**src/rtl/alu_arbiter.sv**
```systemverilog
// alu_arbiter: two-requester front end for a single shared combinational ALU.
// A request is registered into a one-deep issue stage, drives the ALU for one
// cycle, and its result is parked in a per-requester response buffer.
// Build option: define ALU_ARB_RR_EN for round-robin arbitration on contention;
// otherwise requester 0 has fixed priority and no pointer register is built.
module alu_arbiter (
  input  logic        clk,
  input  logic        rst,
  input  logic        req0_valid,
  output logic        req0_ready,
  input  logic [31:0] req0_a,
  input  logic [31:0] req0_b,
  input  logic [3:0]  req0_op,
  input  logic        req1_valid,
  output logic        req1_ready,
  input  logic [31:0] req1_a,
  input  logic [31:0] req1_b,
  input  logic [3:0]  req1_op,
  output logic        rsp0_valid,
  input  logic        rsp0_ready,
  output logic [31:0] rsp0_data,
  output logic        rsp1_valid,
  input  logic        rsp1_ready,
  output logic [31:0] rsp1_data,
  output logic [31:0] alu_a,
  output logic [31:0] alu_b,
  output logic [3:0]  alu_op,
  input  logic [31:0] alu_out
);

  // Don't-care op code presented to the ALU while nothing is issuing.
  localparam logic [3:0] ALU_XXX = 4'hF;

  logic        iss_valid_q, iss_valid_d;
  logic        iss_id_q, iss_id_d;
  logic [31:0] iss_a_q, iss_a_d;
  logic [31:0] iss_b_q, iss_b_d;
  logic [3:0]  iss_op_q, iss_op_d;

  logic        rsp0_valid_q, rsp0_valid_d;
  logic        rsp1_valid_q, rsp1_valid_d;
  logic [31:0] rsp0_data_q, rsp0_data_d;
  logic [31:0] rsp1_data_q, rsp1_data_d;

`ifdef ALU_ARB_RR_EN
  logic        last_q, last_d;
`endif

  logic slot_free0, slot_free1;
  logic eligible0, eligible1;
  logic grant0, grant1;

  // A requester may issue only when it has nothing in the ALU and no parked response.
  always_comb begin
    slot_free0 = !(iss_valid_q && !iss_id_q) && !rsp0_valid_q;
    slot_free1 = !(iss_valid_q && iss_id_q) && !rsp1_valid_q;
    eligible0  = req0_valid && slot_free0;
    eligible1  = req1_valid && slot_free1;
  end

  // Pick at most one winner; nobody is granted while reset is held.
  always_comb begin
    grant0 = 1'b0;
    grant1 = 1'b0;
    if (!rst) begin
      if (eligible0 && eligible1) begin
`ifdef ALU_ARB_RR_EN
        if (last_q) grant0 = 1'b1;
        else        grant1 = 1'b1;
`else
        grant0 = 1'b1;
`endif
      end else begin
        grant0 = eligible0;
        grant1 = eligible1;
      end
    end
  end

  assign req0_ready = grant0;
  assign req1_ready = grant1;

  // Load the issue stage from the winner; it empties itself after one cycle.
  always_comb begin
    iss_valid_d = grant0 || grant1;
    iss_id_d    = iss_id_q;
    iss_a_d     = iss_a_q;
    iss_b_d     = iss_b_q;
    iss_op_d    = iss_op_q;
    if (grant1) begin
      iss_id_d = 1'b1;
      iss_a_d  = req1_a;
      iss_b_d  = req1_b;
      iss_op_d = req1_op;
    end else if (grant0) begin
      iss_id_d = 1'b0;
      iss_a_d  = req0_a;
      iss_b_d  = req0_b;
      iss_op_d = req0_op;
    end
  end

  // Drop a response on its handshake, and park the ALU result for the issuing requester.
  always_comb begin
    rsp0_valid_d = rsp0_valid_q;
    rsp1_valid_d = rsp1_valid_q;
    rsp0_data_d  = rsp0_data_q;
    rsp1_data_d  = rsp1_data_q;
    if (rsp0_valid_q && rsp0_ready) rsp0_valid_d = 1'b0;
    if (rsp1_valid_q && rsp1_ready) rsp1_valid_d = 1'b0;
    if (iss_valid_q && !iss_id_q) begin
      rsp0_valid_d = 1'b1;
      rsp0_data_d  = alu_out;
    end
    if (iss_valid_q && iss_id_q) begin
      rsp1_valid_d = 1'b1;
      rsp1_data_d  = alu_out;
    end
  end

`ifdef ALU_ARB_RR_EN
  // Remember who won last; the pointer only moves when someone is granted.
  always_comb begin
    last_d = last_q;
    if (grant0) last_d = 1'b0;
    if (grant1) last_d = 1'b1;
  end
`endif

  // State registers; reset empties the pipe and discards anything in flight.
  always_ff @(posedge clk) begin
    if (rst) begin
      iss_valid_q  <= 1'b0;
      iss_id_q     <= 1'b0;
      iss_a_q      <= 32'd0;
      iss_b_q      <= 32'd0;
      iss_op_q     <= ALU_XXX;
      rsp0_valid_q <= 1'b0;
      rsp1_valid_q <= 1'b0;
      rsp0_data_q  <= 32'd0;
      rsp1_data_q  <= 32'd0;
`ifdef ALU_ARB_RR_EN
      last_q       <= 1'b1;
`endif
    end else begin
      iss_valid_q  <= iss_valid_d;
      iss_id_q     <= iss_id_d;
      iss_a_q      <= iss_a_d;
      iss_b_q      <= iss_b_d;
      iss_op_q     <= iss_op_d;
      rsp0_valid_q <= rsp0_valid_d;
      rsp1_valid_q <= rsp1_valid_d;
      rsp0_data_q  <= rsp0_data_d;
      rsp1_data_q  <= rsp1_data_d;
`ifdef ALU_ARB_RR_EN
      last_q       <= last_d;
`endif
    end
  end

  assign alu_a      = iss_valid_q ? iss_a_q  : 32'd0;
  assign alu_b      = iss_valid_q ? iss_b_q  : 32'd0;
  assign alu_op     = iss_valid_q ? iss_op_q : ALU_XXX;
  assign rsp0_valid = rsp0_valid_q;
  assign rsp1_valid = rsp1_valid_q;
  assign rsp0_data  = rsp0_data_q;
  assign rsp1_data  = rsp1_data_q;

endmodule

```
**config.mk**
```make
export PLATFORM = sky130hd
export DESIGN_NAME = alu_arbiter
export DESIGN_NICKNAME = d
export VERILOG_FILES = /design/src/rtl/alu_arbiter.sv
export SDC_FILE = /design/constraint.sdc
export NUM_CORES = 1
export LEC_CHECK = 0
export CAP_MARGIN = 20
export CORE_MARGIN = 2
export CORE_UTILIZATION = 30
export DETAILED_ROUTE_END_ITERATION = 10
export PLACE_DENSITY = 0.64
export SLEW_MARGIN = 40
export SYNTH_ARGS = -nofsm -noshare
export SYNTH_HDL_FRONTEND = slang
export SYNTH_SLANG_ARGS = --single-unit
export TNS_END_PERCENT = 5
```
**constraint.sdc**
```tcl
create_clock -name clk -period 1.98 [get_ports clk]
set_clock_uncertainty 0.15 [all_clocks]
set_input_delay 0.594 -clock clk [delete_from_list [all_inputs] [get_ports clk]]
set_output_delay 0.594 -clock clk [all_outputs]
set_load 0.05 [all_outputs]
```
==> flow_summary.yaml <==
floorplanning:
  die_w_um: 151
  die_area_um2: 22800
  ios: 310
  initial_utilization_pct: 30.7
  coreArea_um2: 21100
  die_h_um: 151
  rows: 53
clock_network:
  postCtsHoldBufs: 0
  clk_latency_ns: 0.41
  root_buffer: "clkbuf_16"
  numCtsBuffers: 17
  cts.sinks: 136
  clk_pin_slew_ns: 0.06
  cts_tree: "yes"
  htreeDepth: 4
  clk_path_buf_depth: 2
synth:
  synth_cells: 775
  synthesis.nets: 949
  seq_area_frac_synth_pct: 42.0
  ys_warn_count: 0
  syn_area_um2: 6480
  ys_types: 28
  ys_seq_elements: 136
  avgSynthCellArea_um2: 8.37
routing:
  firstDrtPassIters: 5
  antenna_left: 0
  drtIter0Drc: 307
  via_count: 6945
  drc: 0
  routed_wl_mm: 25.0
  detail_route.wl_per_cell_um: 18.6
  viasPerCell: 5.16
worst_setup_path:
  cpPeakStageDelay_ns: 0.41
  critPathLaunchType: "flop"
  crit_buf_inv: 1
  cpMaxStageDelayCell: "dfxtp_4"
  critPathRequiredTime_ns: 1.24
  critical_path.top_delay_family: "simple AND/OR/NAND/NOR gates"
  timing.critical_path.fanout_max: 5
  crit_type: "flop to output port"
  crit_chain: "and2b_4 -> nor2_4 -> nor3_4 -> buf_12"
  crit_arrival_ns: 1.43
  cp-end-kind: "output port"
sta:
  finalSetupTns_ns: -7.77
  finalCriticalPeriod_ns: 2.17
  tightest_slew_ns: 0.768
  rsz0062_at_grt: "true"
  hold_violations: 0
  max_freq_mhz: 461
  timing.hold.ws_ns: 0.303
  finalWorstSetupSlack_ns: -0.191
  slew_viol_final: 0
  relSlewSlack_pct: 48.8
  period_share_pct: 110
  setup_violations: 70
finish:
  fin_area_um2: 11200
  final_layout_size_suffix_gt1_share_pct: 26.8
  final_cell_mix: "clkdlybuf4s50_1, dfxtp_1, nand2_1"
  final_common_cell: "clkdlybuf4s50_1"
  final_core_util_pct: 53.2
  synthToLayoutAreaGrowth_pct: 73.0
  fin_nets: 1230
grt:
  grt_max_degree: 98
  grt_pass1_vias: 6928
  global_route.usage.total_pct: 21.4
  grt_pass1_wl_mm: 38.1
  overflow: 0
  antenna_found_initial: 1
power_and_ir_drop:
  leakagePower_nw: 4.22
  power_density_nw_per_um2: 780
  ir_drop_mv: 0.628
placement:
  place_hpwl_mm: 16.0
  portBuffers: 309
  place.gp.congestion: 0.772
  postPlaceCellArea_um2: 10300
outcome:
  status: "finished with violations"
  violations: "negative setup slack"
flow_run:
  maxCapViolCount: 0
worst_hold_path:
  hp-class: "flop to flop"
-- worst paths after layout --
kind	startpoint	end	slack, ns	depth (start not counted)
max	iss_valid_q	req1_ready	-0.19	4
min reg2reg	rsp0_data[25]	rsp0_data[25]	0.30	2
min	rsp0_data[25]	rsp0_data[25]	0.30	2
max reg2reg	iss_valid_q	iss_a_q[1]	0.09	7
-- worst register-to-register path: stages, from the launching register on --
cell and delay, ns:
dfxtp_4 0.41, buf_12 0.14, clkbuf_16 0.16, buf_4 0.12, and2_4 0.18, buf_12 0.20
o21ai_1 0.13, a311oi_1 0.31
-- synthesized netlist by cell type (all sizes together) --
| cell | n | share of area [%] |
|---|---|---|
| nor3 | 65 | 5.0 |
| a21oi | 67 | 5.2 |
| dlygate4sd1 | 1 | 0.14 |
| clkbuf | 56 | 7.5 |
| o21ba | 1 | 0.15 |
| nand2 | 130 | 7.5 |
| o21a | 1 | 0.12 |
| a32oi | 4 | 0.54 |
| nor2b | 1 | 0.097 |
| nand2b | 10 | 1.1 |
| a311oi | 64 | 8.6 |
| and2 | 65 | 6.3 |
| and2b | 1 | 0.12 |
| nand3 | 68 | 5.2 |
| dfxtp | 136 | 42 |
| nor2 | 6 | 0.35 |
| buf | 31 | 4.7 |
| o21ai | 68 | 5.2 |
-- metal layers --
metal | GRT usage, % | up-vias | share of wire [%] | routed length (um)
met3 | 6.54 | 33 | 8.5 | 2140
met5 | 0 | - | 0 | 0
met2 | 35.7 | 296 | 48 | 12100
met1 | 26.1 | 3310 | 40 | 10100
li1 | - | 3306 | - | -
met4 | 7.48 | 0 | 2.6 | 650
-- area by class of cell --
| type | count | area (um^2) |
|---|---|---|
| clock inverters | 14 | 164 |
| repair buffers | 350 | 4370 |
| fillers | 1939 | 9870 |
| clock buffers | 18 | 429 |
| multi-input cells | 551 | 3180 |
| well taps | 275 | 344 |
| diodes | 1 | 2.50 |
| flip-flops and latches | 136 | 2730 |
-- per-stage QoR --
step	instances	worst slack (ns)	power, mW
6_report	1345	-0.191	8.75
5_1_grt	1345	-0.271	9.11
4_1_cts	1340	-0.246	8.79
3_5_place_dp	1300	-0.491	5.41
3_3_place_gp	1300	-0.424	5.39
2_1_floorplan	775	-0.228	4.37
-- cell families after synthesis --
| logic type | Yosys count | share of synthesized area, % |
|---|---|---|
| AOI/OAI and AO/OA | 205 | 19.9 |
| buffers and inverters | 88 | 12.4 |
| and+or+nand+nor | 346 | 25.8 |
| DFF | 136 | 42.0 |
-- sequential cells by signal (all words and copies together) (netlist names) --
| name | flops |
|---|---|
| rsp1_valid | 1 |
| iss_id_q | 1 |
| rsp0_data | 32 |
| rsp0_valid | 1 |
| iss_a_q | 32 |
| rsp1_data | 32 |
| iss_b_q | 32 |
| iss_op_q | 4 |
| iss_valid_q | 1 |
-- repair_timing --
action,CTS,global route
setup endpoints to repair,87,70
gates resized for setup,70,13
pin swaps,46,19
gates cloned,1,2
setup buffers,7,2
-- report_power, final --
| group | internal [mW] | switching (mW) | total [mW] |
|---|---|---|---|
| combinational | 1.15 | 1.28 | 2.42 |
| clock | 1.89 | 1.35 | 3.25 |
| sequential | 2.96 | 0.123 | 3.08 |
| total | 6.00 | 2.75 | 8.75 |
No activity file was read; power rests on OpenSTA's default activity.
